[config.mk]
export PLATFORM = sky130hd
export DESIGN_NAME = pc_gen_ras
export DESIGN_NICKNAME = d
export VERILOG_FILES = /design/src/rtl/pc_gen_ras_pkg.sv /design/src/rtl/pc_gen_ras_ras_stack.sv /design/src/rtl/pc_gen_ras.sv
export SDC_FILE = /design/constraint.sdc
export NUM_CORES = 1
export LEC_CHECK = 0
export CAP_MARGIN = 25
export CORE_ASPECT_RATIO = 1.4
export CORE_MARGIN = 4
export CORE_UTILIZATION = 38
export CTS_BUF_LIST = sky130_fd_sc_hd__clkbuf_8
export CTS_CLUSTER_DIAMETER = 200
export DETAILED_ROUTE_END_ITERATION = 7
export SLEW_MARGIN = 25
export SYNTH_ARGS = -nofsm -noshare
export SYNTH_HDL_FRONTEND = slang
export SYNTH_SLANG_ARGS = --single-unit
export TNS_END_PERCENT = 10
[constraint.sdc]
create_clock -name clk -period 4.93 [get_ports clk]
set_input_delay 0.986 -clock clk [delete_from_list [all_inputs] [get_ports clk]]
set_output_delay 0.986 -clock clk [all_outputs]
set_load 0.05 [all_outputs]
[src/rtl/pc_gen_ras_pkg.sv]
// Shared control encodings and default vectors for the fetch PC generator.
package ctrl_encode_def;

  // jump field
  localparam logic [1:0] JMP_NONE = 2'd0;
  localparam logic [1:0] JMP_IMM  = 2'd1;
  localparam logic [1:0] JMP_REG  = 2'd2;
  localparam logic [1:0] JMP_RSVD = 2'd3;

  // branch field
  localparam logic [1:0] BR_NONE  = 2'd0;
  localparam logic [1:0] BR_Z     = 2'd1;
  localparam logic [1:0] BR_NZ    = 2'd2;
  localparam logic [1:0] BR_RSVD  = 2'd3;

  // next-PC source select
  typedef enum logic [2:0] {
    NPC_PLUS4    = 3'd0,
    NPC_BRANCH   = 3'd1,
    NPC_JUMP_IMM = 3'd2,
    NPC_JUMP_REG = 3'd3,
    NPC_CALL     = 3'd4,
    NPC_RET      = 3'd5,
    NPC_EXC      = 3'd6
  } npc_sel_e;

  // default vectors
  localparam logic [31:0] DEF_RESET_VECTOR = 32'h0000_0000;
  localparam logic [31:0] DEF_EXC_VECTOR   = 32'h0000_0180;

endpackage

[src/rtl/pc_gen_ras_ras_stack.sv]
// Return-address stack: circular buffer, push on full overwrites the oldest entry.
module ras_stack #(
  parameter int XLEN      = 32,
  parameter int RAS_DEPTH = 4
) (
  input  logic                       clk,
  input  logic                       rst,
  input  logic                       push,
  input  logic                       pop,
  input  logic                       clear,
  input  logic [XLEN-1:0]            push_data,
  output logic [XLEN-1:0]            top,
  output logic [$clog2(RAS_DEPTH):0] count,
  output logic                       empty,
  output logic                       full
);
  localparam int PW = $clog2(RAS_DEPTH);
  localparam int CW = PW + 1;
  localparam logic [CW-1:0] DEPTH_C = CW'(RAS_DEPTH);

  logic [RAS_DEPTH-1:0][XLEN-1:0] r_mem;
  logic [PW-1:0]                  r_ptr;   // next free slot; top lives at r_ptr-1
  logic [CW-1:0]                  r_cnt;
  logic [PW-1:0]                  w_top_idx;

  assign w_top_idx = r_ptr - PW'(1);
  assign top       = r_mem[w_top_idx];
  assign count     = r_cnt;
  assign empty     = (r_cnt == '0);
  assign full      = (r_cnt == DEPTH_C);

  // per-entry storage; contents need no reset
  for (genvar i = 0; i < RAS_DEPTH; i++) begin : g_ent
    always_ff @(posedge clk) begin
      if (push && (r_ptr == PW'(i))) r_mem[i] <= push_data;
    end
  end

  // pointer and occupancy; count saturates while the pointer keeps wrapping
  always_ff @(posedge clk) begin
    if (!rst) begin
      r_ptr <= '0;
      r_cnt <= '0;
    end else if (clear) begin
      r_ptr <= '0;
      r_cnt <= '0;
    end else if (push) begin
      r_ptr <= r_ptr + PW'(1);
      if (r_cnt != DEPTH_C) r_cnt <= r_cnt + CW'(1);
    end else if (pop && (r_cnt != '0)) begin
      r_ptr <= r_ptr - PW'(1);
      r_cnt <= r_cnt - CW'(1);
    end
  end

endmodule

[src/rtl/pc_gen_ras.sv]
// Fetch PC generator: PC register, fetch handshake and prioritised next-PC mux.
module pc_gen_ras
  import ctrl_encode_def::*;
#(
  parameter int              XLEN         = 32,
  parameter logic [XLEN-1:0] RESET_VECTOR = XLEN'(DEF_RESET_VECTOR),
  parameter logic [XLEN-1:0] EXC_VECTOR   = XLEN'(DEF_EXC_VECTOR),
  parameter int              RAS_DEPTH    = 4
) (
  input  logic                       clk,
  input  logic                       rst,
  input  logic [1:0]                 jump,
  input  logic [1:0]                 branch,
  input  logic                       zero,
  input  logic                       call,
  input  logic                       ret,
  input  logic [XLEN-1:0]            imm,
  input  logic [XLEN-1:0]            addr,
  input  logic                       exc,
  input  logic                       if_ready,
  output logic                       if_valid,
  output logic [XLEN-1:0]            pc,
  output logic [$clog2(RAS_DEPTH):0] ras_count,
  output logic                       ras_empty,
  output logic                       ras_full
);
  logic [XLEN-1:0] r_pc;
  logic            r_vld;
  logic            w_fire;
  logic [XLEN-1:0] w_pc4;
  logic [XLEN-1:0] w_br_off;
  logic [XLEN-1:0] w_npc;
  logic            w_taken;
  logic [XLEN-1:0] w_ras_top;
  logic            w_push;
  logic            w_pop;
  logic            w_clear;
  npc_sel_e        w_sel;

  assign w_fire   = r_vld & if_ready;
  assign w_pc4    = r_pc + XLEN'(4);
  assign w_br_off = {{(XLEN-18){imm[15]}}, imm[15:0], 2'b00};
  assign w_taken  = ((branch == BR_Z) & zero) | ((branch == BR_NZ) & ~zero);

  // source select in priority order; exception wins regardless of handshake
  always_comb begin
    w_sel = NPC_PLUS4;
    if (exc)                                     w_sel = NPC_EXC;
    else if ((jump == JMP_REG) & ret & ~ras_empty) w_sel = NPC_RET;
    else if (jump == JMP_REG)                    w_sel = NPC_JUMP_REG;
    else if (jump == JMP_IMM)                    w_sel = call ? NPC_CALL : NPC_JUMP_IMM;
    else if (w_taken)                            w_sel = NPC_BRANCH;
  end

  // target for the selected source
  always_comb begin
    w_npc = w_pc4;
    case (w_sel)
      NPC_EXC:                w_npc = EXC_VECTOR;
      NPC_RET:                w_npc = w_ras_top;
      NPC_JUMP_REG:           w_npc = addr;
      NPC_JUMP_IMM, NPC_CALL: w_npc = {w_pc4[XLEN-1:28], imm[25:0], 2'b00};
      NPC_BRANCH:             w_npc = w_pc4 + w_br_off;
      default:                w_npc = w_pc4;
    endcase
  end

  // RAS side effects only happen on an accepted fetch; clear follows exc
  assign w_clear = exc;
  assign w_push  = w_fire & ~exc & (w_sel == NPC_CALL);
  assign w_pop   = w_fire & ~exc & (w_sel == NPC_RET);

  ras_stack #(.XLEN(XLEN), .RAS_DEPTH(RAS_DEPTH)) u_ras (
    .clk       (clk),
    .rst       (rst),
    .push      (w_push),
    .pop       (w_pop),
    .clear     (w_clear),
    .push_data (w_pc4),
    .top       (w_ras_top),
    .count     (ras_count),
    .empty     (ras_empty),
    .full      (ras_full)
  );

  // PC register and fetch-valid flag
  always_ff @(posedge clk) begin
    if (!rst) begin
      r_pc  <= RESET_VECTOR;
      r_vld <= 1'b0;
    end else begin
      r_vld <= 1'b1;
      if (exc)         r_pc <= EXC_VECTOR;
      else if (w_fire) r_pc <= w_npc;
    end
  end

  assign pc       = r_pc;
  assign if_valid = r_vld;

endmodule

==> flow_summary.json <==
{
  "fin_skew_ns": 0.00913,
  "final-hold-violation-count": 0,
  "cts_resized": 0,
  "first_global_vias": 7933,
  "synth-async-reset-ratio": 0,
  "fin_worst_hold_slack_ns": 0.497,
  "cts_sinks": 166,
  "final_layout_size_suffix_gt1_frac": 0.115,
  "slew_headroom": 0.438,
  "status": "complete, no violations",
  "drv_cap": 0,
  "yosys_register_bits": 166,
  "finalWirelength_mm": 31.2,
  "synthesis.instances": 879,
  "global_route_wire_length_before_repair_mm": 47.1,
  "cts_stage_hold_buffer_count": 0,
  "crit_required_ns": 5.36,
  "synth_edf_count": 128,
  "pin_count_of_the_biggest_net_entering_global_routing": 35,
  "grt_antenna_before_repair": 0,
  "number_of_vias_in_the_routed_layout": 7781,
  "critPathKind": "reg -> reg",
  "cts_tree": "done",
  "grt_overflow": 0,
  "period_minus_slack_ns": 4.26,
  "yosysUniqueCellTypes": 75,
  "finalWorstSetupSlack_ns": 0.674,
  "placed_area_um2": 11200,
  "die_area_um2": 27900,
  "syn-cell-area_um2": 9610,
  "total_power_per_unit_cell_area_nw_per_um2": 251,
  "cts-htree-levels": 4,
  "rsz_0062_raised_after_global_routing": "false",
  "fillerInstances": 2298,
  "utilization": 0.466,
  "hp-class": "reg -> reg",
  "synthFlopType": "sky130_fd_sc_hd__edfxtp_1",
  "total_power_mw": 2.90,
  "layout.cells.most_common_list": "sky130_fd_sc_hd__edfxtp_1 (128), sky130_fd_sc_hd__clkdlybuf4s50_1 (106), sky130_fd_sc_hd__nand2_1 (86)",
  "max_fo_critical_path": 7,
  "std_cell_rows": 68,
  "worst_skew_pair.late_latency_ns": 0.48,
  "route.detailed.drc": 0,
  "tightest_slew_ns": 0.843,
  "layoutNonFillerInstCount": 1320,
  "drt-pass1-iter-count": 5,
  "startpoint_type": "flip-flop",
  "finalNetCount": 1110,
  "antenna-diode-count": 0,
  "syn2layout_area_growth_pct": 20.2,
  "chipWidth_um": 142,
  "hpwl_after_detailed_placement_mm": 22.0,
  "slew_violations": 0,
  "leakagePower_nw": 4.10,
  "number_of_synthesis_warnings": 0,
  "port-buffer-count": 106,
  "final_common_cell": "sky130_fd_sc_hd__edfxtp_1",
  "cp.arrival_ns": 4.68,
  "die_h_um": 196,
  "synthesis.area_per_instance_um2": 10.9,
  "num_cts_buffers": 17,
  "setup-violations-final": 0,
  "gp_congestion": 0.952,
  "design_area_um2": 11500,
  "drt_iter0_markers": 604,
  "cts_setup_buffers": 0,
  "dp.cells": 1288,
  "timing.setup.tns_ns": 0,
  "cts.path.max_buffers": 2,
  "fmaxAchievable_ghz": 0.235,
  "dp_worst_setup_slack_ns": 0.744,
  "sequential_fraction_of_the_synthesis_area": 0.479,
  "io-pin-count": 113,
  "groute.usage.overall": 0.226,
  "clk_pin_slew_ns": 0.09,
  "vias_per_cell": 5.89,
  "core_area_um2": 24800,
  "clockRootBuffer": "sky130_fd_sc_hd__clkbuf_8",
  "wire_per_inst_um": 23.7,
  "antenna_left": 0,
  "max-vdd-ir-drop_mv": 0.169,
  "initial_core_util": 0.388,
  "synth_fp_nets": 997,
  "end_kind": "flip-flop",
  "finalCritPeriodShare": 0.863
}
worst max-delay path: stages (launching register included):
cell	delay, ns
sky130_fd_sc_hd__dfxtp_1	0.44
sky130_fd_sc_hd__ha_1	0.28
sky130_fd_sc_hd__and4_1	0.31
sky130_fd_sc_hd__and3_1	0.44
sky130_fd_sc_hd__and3_1	0.23
sky130_fd_sc_hd__xor2_1	0.37
sky130_fd_sc_hd__ha_1	0.39
sky130_fd_sc_hd__a21o_1	0.20
sky130_fd_sc_hd__a21oi_1	0.15
sky130_fd_sc_hd__o21ai_1	0.09
sky130_fd_sc_hd__a21oi_2	0.23
sky130_fd_sc_hd__a2111oi_0	0.14
sky130_fd_sc_hd__or4_4	0.44
sky130_fd_sc_hd__a2111o_1	0.42
sky130_fd_sc_hd__nand3_1	0.08
state kept, by name, summed over array words and instances, names as in the netlist, named ones only:
name and cells:
u_ras.count 3, u_ras.r_mem 128, u_ras.r_ptr 2, if_valid 1, pc 30
final timing paths:
check,start,end,depth (start not counted),slack [ns]
hold reg to reg,pc[3],pc[3],2,0.50
setup / recovery,pc[2],pc[31],14,0.67
setup reg to reg,pc[2],pc[31],14,0.67
hold / removal,pc[3],pc[3],2,0.50
power by group:
part | switching, mW | internal, mW | total, mW | leakage [nW]
logic | 0.237 | 0.159 | 0.397 | 2.40
registers | 0.0145 | 1.50 | 1.52 | 1.51
clock network | 0.534 | 0.452 | 0.986 | 0.186
cell usage after synthesis, types with 13 or more instances:
cell / instances / area [um2]
sky130_fd_sc_hd__xor2_1: 17 / 149
sky130_fd_sc_hd__a21oi_1: 79 / 395
sky130_fd_sc_hd__dfxtp_1: 38 / 761
sky130_fd_sc_hd__o21ai_0: 50 / 250
sky130_fd_sc_hd__ha_1: 41 / 513
sky130_fd_sc_hd__inv_1: 17 / 63.8
sky130_fd_sc_hd__edfxtp_1: 128 / 3840
sky130_fd_sc_hd__nand3_1: 32 / 160
sky130_fd_sc_hd__clkbuf_1: 30 / 113
sky130_fd_sc_hd__nor2_1: 52 / 195
sky130_fd_sc_hd__and3_1: 13 / 81.3
sky130_fd_sc_hd__a21o_1: 13 / 97.6
sky130_fd_sc_hd__mux2i_1: 14 / 140
sky130_fd_sc_hd__mux4_2: 32 / 721
sky130_fd_sc_hd__xnor2_1: 28 / 245
sky130_fd_sc_hd__o21ai_1: 14 / 70.1
sky130_fd_sc_hd__nand2_1: 86 / 323
sky130_fd_sc_hd__nand4_1: 13 / 81.3
layer usage:
layer / vias up / wire length [um] / global-route usage
met5: - / 0 / 0
met3: 77 / 1470 / 0.0376
met1: 3843 / 12800 / 0.278
li1: 3601 / - / -
met4: 0 / 1680 / 0.118
met2: 260 / 15300 / 0.378
kinds of logic after synthesis:
logic type	Yosys count	share of synthesized area
flip-flops	166	0.479
AO/OA/AOI/OAI	257	0.171
XOR/XNOR	46	0.0427
multiplexers	46	0.0896
AND/OR/NAND/NOR	259	0.133
buffers and inverters	62	0.0268
adder cells (fa/ha/maj)	43	0.0576
cell type report:
class,instances,area [um2],share of cell area
Clock inverter,15,151,0.0131
Inverter,18,67.6,0.00585
Tap cell,315,394,0.0341
Sequential cell,166,4610,0.399
Clock buffer,17,234,0.0203
Timing Repair Buffer,138,1330,0.115
Multi-Input combinational cell,651,4770,0.413
(Power assumes the default switching activity.)
